File: config.mk
export PLATFORM = sky130hd
export DESIGN_NAME = syscall_io_unit
export DESIGN_NICKNAME = d
export VERILOG_FILES = /design/src/rtl/syscall_io_unit.sv
export SDC_FILE = /design/constraint.sdc
export NUM_CORES = 1
export LEC_CHECK = 0
export ABC_AREA = 1
export CAP_MARGIN = 5
export CORE_AREA = 2 2 97 99
export CTS_BUF_LIST = sky130_fd_sc_hd__clkbuf_2
export CTS_CLUSTER_SIZE = 20
export DETAILED_ROUTE_END_ITERATION = 10
export DIE_AREA = 0 0 99 101
export PLACE_DENSITY = 0.71
export SYNTH_ARGS = -nofsm -noshare
export SYNTH_HDL_FRONTEND = slang
export SYNTH_SLANG_ARGS = --single-unit
File: constraint.sdc
create_clock -name clk -period 2.3 [get_ports clk]
set_input_delay 0.345 -clock clk [delete_from_list [all_inputs] [get_ports clk]]
set_output_delay 0.345 -clock clk [all_outputs]
set_load 0.02 [all_outputs]
File: src/rtl/syscall_io_unit.sv
// syscall_io_unit
//   Services the two I/O syscalls of the processor.
//   Input syscall (op 110011): the processor is stalled while the user sets the
//   switches and presses then releases the confirm button. The switch value is
//   returned on in_data with a one-cycle in_valid strobe.
//   Output syscall (op 110111): rs_data is latched into a display register with
//   no stall. A continuously scanned 8-digit hex display shows this register.
//
// Ports
//   clk       in   system clock, rising edge
//   rst       in   asynchronous active-high reset
//   op        in   opcode of the instruction in decode
//   rs_data   in   value to display on the output syscall
//   sw_in     in   user switches (asynchronous, sampled at capture)
//   btn_in    in   confirm button (asynchronous, bouncing, active-high)
//   cpu_stall out  high = processor holds PC and pipeline
//   in_data   out  captured switch value, zero-extended
//   in_valid  out  one-cycle strobe marking in_data valid for write-back
//   an        out  digit enables, active-low, one-hot-low
//   seg       out  segments a..g (seg[0]=a), active-low
module syscall_io_unit #(
    parameter int SW_WIDTH        = 16,
    parameter int DEBOUNCE_CYCLES = 4,
    parameter int SCAN_DIV        = 4
) (
    input  logic                clk,
    input  logic                rst,
    input  logic [5:0]          op,
    input  logic [31:0]         rs_data,
    input  logic [SW_WIDTH-1:0] sw_in,
    input  logic                btn_in,
    output logic                cpu_stall,
    output logic [31:0]         in_data,
    output logic                in_valid,
    output logic [7:0]          an,
    output logic [6:0]          seg
);

    localparam logic [5:0] OP_IN  = 6'b110011;
    localparam logic [5:0] OP_OUT = 6'b110111;

    localparam logic [1:0] IDLE         = 2'd0;
    localparam logic [1:0] WAIT_PRESS   = 2'd1;
    localparam logic [1:0] WAIT_RELEASE = 2'd2;
    localparam logic [1:0] DONE         = 2'd3;

    localparam int DB_W = $clog2(DEBOUNCE_CYCLES + 1);
    localparam int SC_W = $clog2(SCAN_DIV + 1);

    // ---------------- button synchronizer and debouncer ----------------
    logic            btn_sync1, btn_sync2;
    logic            btn_level;
    logic [DB_W-1:0] db_cnt;

    // The level only flips after DEBOUNCE_CYCLES consecutive samples that
    // disagree with it; any agreeing sample restarts the count.
    always_ff @(posedge clk or posedge rst) begin
        if (rst) begin
            btn_sync1 <= 1'b0;
            btn_sync2 <= 1'b0;
            btn_level <= 1'b0;
            db_cnt    <= '0;
        end else begin
            btn_sync1 <= btn_in;
            btn_sync2 <= btn_sync1;
            if (btn_sync2 != btn_level) begin
                if (db_cnt == DB_W'(DEBOUNCE_CYCLES - 1)) begin
                    btn_level <= btn_sync2;
                    db_cnt    <= '0;
                end else begin
                    db_cnt <= db_cnt + DB_W'(1);
                end
            end else begin
                db_cnt <= '0;
            end
        end
    end

    // ---------------- input syscall FSM ----------------
    logic [1:0] state, state_next;
    logic       capture;

    always_comb begin
        state_next = state;
        capture    = 1'b0;
        case (state)
            IDLE:         if (op == OP_IN) state_next = WAIT_PRESS;
            WAIT_PRESS:   if (btn_level) begin
                              capture    = 1'b1;
                              state_next = WAIT_RELEASE;
                          end
            // WAIT_RELEASE only exits on a released button, so a new syscall
            // always starts from a low debounced level and needs a fresh press.
            WAIT_RELEASE: if (!btn_level) state_next = DONE;
            default:      state_next = IDLE;
        endcase
    end

    always_ff @(posedge clk or posedge rst) begin
        if (rst) begin
            state   <= IDLE;
            in_data <= 32'd0;
        end else begin
            state <= state_next;
            if (capture) in_data <= 32'(sw_in);
        end
    end

    assign in_valid  = (state == DONE);
    // Gated by rst so the stall reads its reset value while reset is held.
    assign cpu_stall = !rst && (((state == IDLE) && (op == OP_IN)) ||
                                (state == WAIT_PRESS) || (state == WAIT_RELEASE));

    // ---------------- output syscall and display scan ----------------
    logic [31:0]     disp;
    logic [SC_W-1:0] scan_cnt;
    logic [2:0]      digit_idx;
    logic [3:0]      nibble;
    logic [6:0]      glyph;

    assign nibble = disp[{digit_idx, 2'b00} +: 4];

    always_comb begin
        glyph = 7'b1111111;
        case (nibble)
            4'h0: glyph = 7'b1000000;
            4'h1: glyph = 7'b1111001;
            4'h2: glyph = 7'b0100100;
            4'h3: glyph = 7'b0110000;
            4'h4: glyph = 7'b0011001;
            4'h5: glyph = 7'b0010010;
            4'h6: glyph = 7'b0000010;
            4'h7: glyph = 7'b1111000;
            4'h8: glyph = 7'b0000000;
            4'h9: glyph = 7'b0010000;
            4'hA: glyph = 7'b0001000;
            4'hB: glyph = 7'b0000011;
            4'hC: glyph = 7'b1000110;
            4'hD: glyph = 7'b0100001;
            4'hE: glyph = 7'b0000110;
            default: glyph = 7'b0001110;
        endcase
    end

    // an and seg are both registered from the same digit index so they
    // always switch on the same edge.
    always_ff @(posedge clk or posedge rst) begin
        if (rst) begin
            disp      <= 32'd0;
            scan_cnt  <= '0;
            digit_idx <= 3'd0;
            an        <= 8'hFE;
            seg       <= 7'b1000000;
        end else begin
            if ((state == IDLE) && (op == OP_OUT)) disp <= rs_data;
            if (scan_cnt == SC_W'(SCAN_DIV - 1)) begin
                scan_cnt  <= '0;
                digit_idx <= digit_idx + 3'd1;
            end else begin
                scan_cnt <= scan_cnt + SC_W'(1);
            end
            an  <= ~(8'b1 << digit_idx);
            seg <= glyph;
        end
    end

endmodule

**Word level (Yosys, flattened, before mapping)**

Memories as Yosys holds them, arrays and structs flattened. A register that Yosys moved wholly into a read port is not among the register bits.
Index checks and enable logic that the tools add are counted.

- Register bits after elaboration: 70
- ROM bits: 112
- Input bits: 57
- Output and inout bits: 49
- Word-level logic and storage cells: 46
- Memories: 1

Memories:

| memory | words | width | read ports | clocked after memory_dff | write ports | RTL line | text |
|---|---|---|---|---|---|---|---|
| (no name shown) | 16 | 7 | 1 | 1 | 0 | 125 | `case (nibble)` |

- Add/subtract/negate cells: 3
- Equality and inequality tests: 11
- Shifts and indexed selects: 2
- Muxes and demuxes: 9
- Bitwise logic cells: 1
- Reductions and logical operators: 9

Operator list:

| kind | number |
|---|---|
| $shiftx 32x6->4 | 1 |
| $eq 6x6->1 const B | 2 |
| $add 3x1->3 const B | 3 |
| $mux 3 | 3 |
| $not 8->8 | 1 |
| $shl 1x3->8 const A | 1 |
| $eq 3x2->1 const B | 2 |
| $mux 2 | 3 |
| $ne 2x2->1 const B | 3 |
| $pmux 2 s3 | 1 |
| $eq 2x2->1 const B | 2 |
| $logic_and 1x1->1 | 3 |
| $reduce_and 3->1 | 1 |
| $eq 2x1->1 const B | 1 |
| $logic_not 2->1 | 1 |
| $logic_or 1x1->1 | 2 |
| $mux 1 | 2 |
| $reduce_and 2->1 | 1 |
| $logic_not 1->1 | 1 |
| $ne 1x1->1 | 1 |

**Logic depth before layout (Yosys ltp)**

- Depth after elaboration: 5
- Mapped depth: 12

**Worst setup path after synthesis**

OpenSTA, ideal clock, no wires.

- Path kind: reg2reg
- Start point: reg digit_idx[0]
- End point: reg seg[0]
- Arrival: 1.470 ns
- Data required time: 2.183 ns
- Setup slack: 0.712 ns
- Stages on the path, launching flop included: 12
- Period minus slack after synthesis: 1.588 ns
- Cell sequence: dfrtp_1 buf_6 buf_6 nand2_1 nand3_2 nand3_2 nand2_2 ha_1 inv_1 nand3_1 nand3_1 nand2_1

- Word-level cells in the longest chain between the ends: 1

Ends and longest elaborated chain:

| item | RTL line | text |
|---|---|---|
| from (decl) | 117 | `logic [2:0] digit_idx;` |
| from (signal assigned) | 158 | `digit_idx <= digit_idx + 3'd1;` |
| $shiftx 32x6->4 | 121 | `assign nibble = disp[{digit_idx, 2'b00} +: 4];` |
| to (decl) | 36 | `output logic [6:0] seg` |

Every way passes these cells.
A chain may end at the register's enable or synchronous reset.

**Worst setup path in the final report**

- Start point: reg state[1]
- End point: out in_valid

- Word-level cells in the longest chain between the ends: 1

Ends and longest elaborated chain:

| item | RTL line | text |
|---|---|---|
| from (decl) | 80 | `logic [1:0] state, state_next;` |
| from (signal assigned) | 104 | `state <= state_next;` |
| $eq 2x2->1 | 109 | `assign in_valid = (state == DONE);` |
| to (decl) | 34 | `output logic in_valid,` |

Every way passes these cells.

==> flow_summary.ini <==
[cts]
root_buffer = clkbuf_2
clock_sinks = 77
h-tree-depth = 3
cts_tree = yes
path_clk_slew_ns = 0.23
clk_latency_ns = 0.52
cts_buffers = 9
cts_buffer_depth = 2
holdBufCountCts = 0

[yosys]
ys_seq_area_share_pct = 51.6
synth_top_area_cell = dfrtp_1
netlist_area_um2 = 3750
yosysUniqueCellTypes = 33
synth-edff-count = 0
ys_ff_latch = 77
yosysTopAreaCellShare_pct = 46.0
ys.flop_type = dfrtp_1
ys_top_cells_by_area = dfrtp_1 (46%), nand2_1 (7.6%), ha_1 (6.0%)
postSynthCellCount = 390
yosys_warnings = 0
avgSynthCellArea_um2 = 9.62
synthArstFlopShare_pct = 100

[placed_design]
dp.cells = 581
place_area_um2 = 4700
place.detailed.hpwl_um = 5460
dp_slack_ns = 0.0168
port_buffers = 89
gp_congestion = 0.814

[timing]
timing.setup.tns_ns = 0
worst_slew_margin_rel_pct = 63.7
clock.fmax_ghz = 0.460
rsz0062_at_grt = no
setup_viol = 0
period_share_pct = 94.4
fin_ws_ns = 0.128
hold_ws_ns = 0.190
final.min_clock_period_ns = 2.17
clock_skew_ns = 0.0226
tightest_slew_ns = 0.544
hold_viol = 0
final_max_slew_viol_count = 0

[detailed_routing]
drt_pass1_iterations = 4
drt_wl_total_um = 7340
drtIter0Drc = 137
drc_errors = 0
postRouteAntennaNets = 0
vias = 2776
avgRoutedWirePerCell_um = 12.3
via_per_inst = 4.63

[critical_path]
worstPathArrival_ns = 1.83
critPathMaxStageDelay_ns = 0.54
r2r-start = digit_idx[2]$_DFFE_PP0N_
crit_chain = buf_4 > ha_1 > clkdlybuf4s50_1
r2r_end = seg[0]$_DFF_PP0_
cp_max_fo = 4
path_class = reg2out
cp_data_required_time_ns = 1.96
reg2reg_slack_ns = 0.38
worstSetupEndpointType = output pin
start_kind = register
slowest_stage = clkdlybuf4s50_1
r2r_cells = 8

[layout]
drive_above_1_share_pct = 13.5
synthToLayoutAreaGrowth_pct = 28.7
final_cells = 599
nFillCells = 827
nNetsFinal = 558
multi_input_area_um2 = 1490
antennaDiodeCount = 0
register_area_um2 = 1940
design_area_um2 = 4830

[global_routing]
grt_max_degree = 58
grt_pass1_wl_um = 12700
overflow = 0
grt.total_usage_pct = 15.7
antenna_found_initial = 0
grt_pass1_vias = 2856

[power]
p_comb_share_pct = 40.8
leakagePower_uw = 0.00233
power_switching_share_pct = 35.7
p_switching_uw = 1610
seqPwrFrac_pct = 42.6
power_frac_clock_pct = 16.5
power.density_nw_per_um2 = 935
p_int_uw = 2900
ir_drop_mv = 0.285

[floorplan]
dieHeight_um = 101
initial_utilization_pct = 41.8
num_rows = 35
ioPinCount = 106
fp.dieW_um = 99
core_area_um2 = 8980
dieArea_um2 = 10000

[flow_run]
maxCapViolCount = 0

[outcome]
outcome = completed

[hold_path]
holdCritPathClass = in2async
layout make-up:
cell class                 instances  area share [%]
sequential                        77            40.1
multi-input combinational        254            30.9
timing repair buffer              95            20.1
inverter                          46            3.63
tap                              111            2.88
clock inverter                     7            1.53
clock buffer                       9           0.933
stage by stage:
stage               total power (uW)  util [%]
floorplan                       3090         -
global placement                3720      52.3
detailed placement              3800      52.3
CTS                             4540      53.7
global route                    4840      53.8
finish                          4510      53.8
critical path: cells and delay by family, from the launching register on:
kind	cells	cell delay, ns
adders and majority gates	1	0.16
buffers and inverters	2	0.69
DFF	1	0.46
worst max-delay path by stage:
stage                               from               to  slack [ns]  depth (start not counted)
floorplan                            rst  an[0]$_DFF_PP0_       0.002                          1
global placement                   op[4]        cpu_stall        0.13                          6
detailed placement                 op[5]        cpu_stall        0.02                          6
CTS                 state[1]$_DFFE_PP0P_        cpu_stall        0.03                          5
global route        state[1]$_DFFE_PP0P_         in_valid        0.04                          3
finish              state[1]$_DFFE_PP0P_         in_valid        0.13                          3
Yosys cell counts (4+ instances only):
cell	instances
mux2_2	17
ha_1	18
inv_1	43
nand3_1	24
mux2_1	7
nand2_1	76
buf_4	21
nand3_2	5
dfrtp_1	69
o21ai_0	4
a21oi_1	26
dfstp_2	8
nor2_1	40
what timing repair did:
action,in CTS,in global routing
resized for setup,3,2
setup buffers,0,2
setup endpoints to repair,1,1
registers in the layout, indices dropped and copies added (netlist names):
register,cells
disp,32
in_data,16
an,8
btn_sync1,1
digit_idx,3
scan_cnt,3
btn_level,1
seg,7
db_cnt,3
btn_sync2,1
state,2
cells in the final DEF, fill, tap and decap left out, types with 2 or more instances in the layout:
cell type	netlist	routed
a21oi_1	26	26
buf_12	0	3
buf_4	21	3
clkbuf_2	0	9
clkdlybuf4s50_1	0	88
clkinvlp_4	0	3
conb_1	1	16
dfrtp_1	69	69
dfstp_2	8	8
ha_1	18	17
inv_1	43	42
inv_2	2	3
inv_6	0	2
mux2_1	7	7
mux2_2	17	17
nand2_1	76	76
nand2_2	2	2
nand2_4	2	2
nand3_1	24	24
nand3_2	5	5
nand3_4	2	2
nand3b_1	2	2
nor2_1	40	40
nor2_2	2	2
o21ai_0	4	4
o21ai_1	3	3
power by group through the flow:
stage	sequential [uW]	combinational, uW	clock, uW
6_report	1920	1840	746
3_3_place_gp	1940	1780	0
2_1_floorplan	2180	917	0
3_5_place_dp	1970	1830	0
5_1_grt	1980	2040	816
4_1_cts	1940	1840	768
logic make-up after synthesis:
logic type / after synthesis / share of synthesized area, %
simple gates: 159 / 19.6
flops: 77 / 51.6
buf+inv: 74 / 10.2
compound gates: 35 / 4.80
mux: 24 / 7.20
fa+ha+maj: 18 / 6.00
xor+xnor: 2 / 0.467
other cells: 1 / 0.0999
layer usage:
layer | vias to the layer above | track usage (%) | wire length, um
li1 | 1384 | - | -
met5 | - | 0 | 0
met3 | 16 | 3.47 | 367
met2 | 73 | 26.5 | 3550
met4 | 0 | 5.27 | 136
met1 | 1303 | 20.2 | 3290
Note: power is estimated with default switching activity, not from simulation.
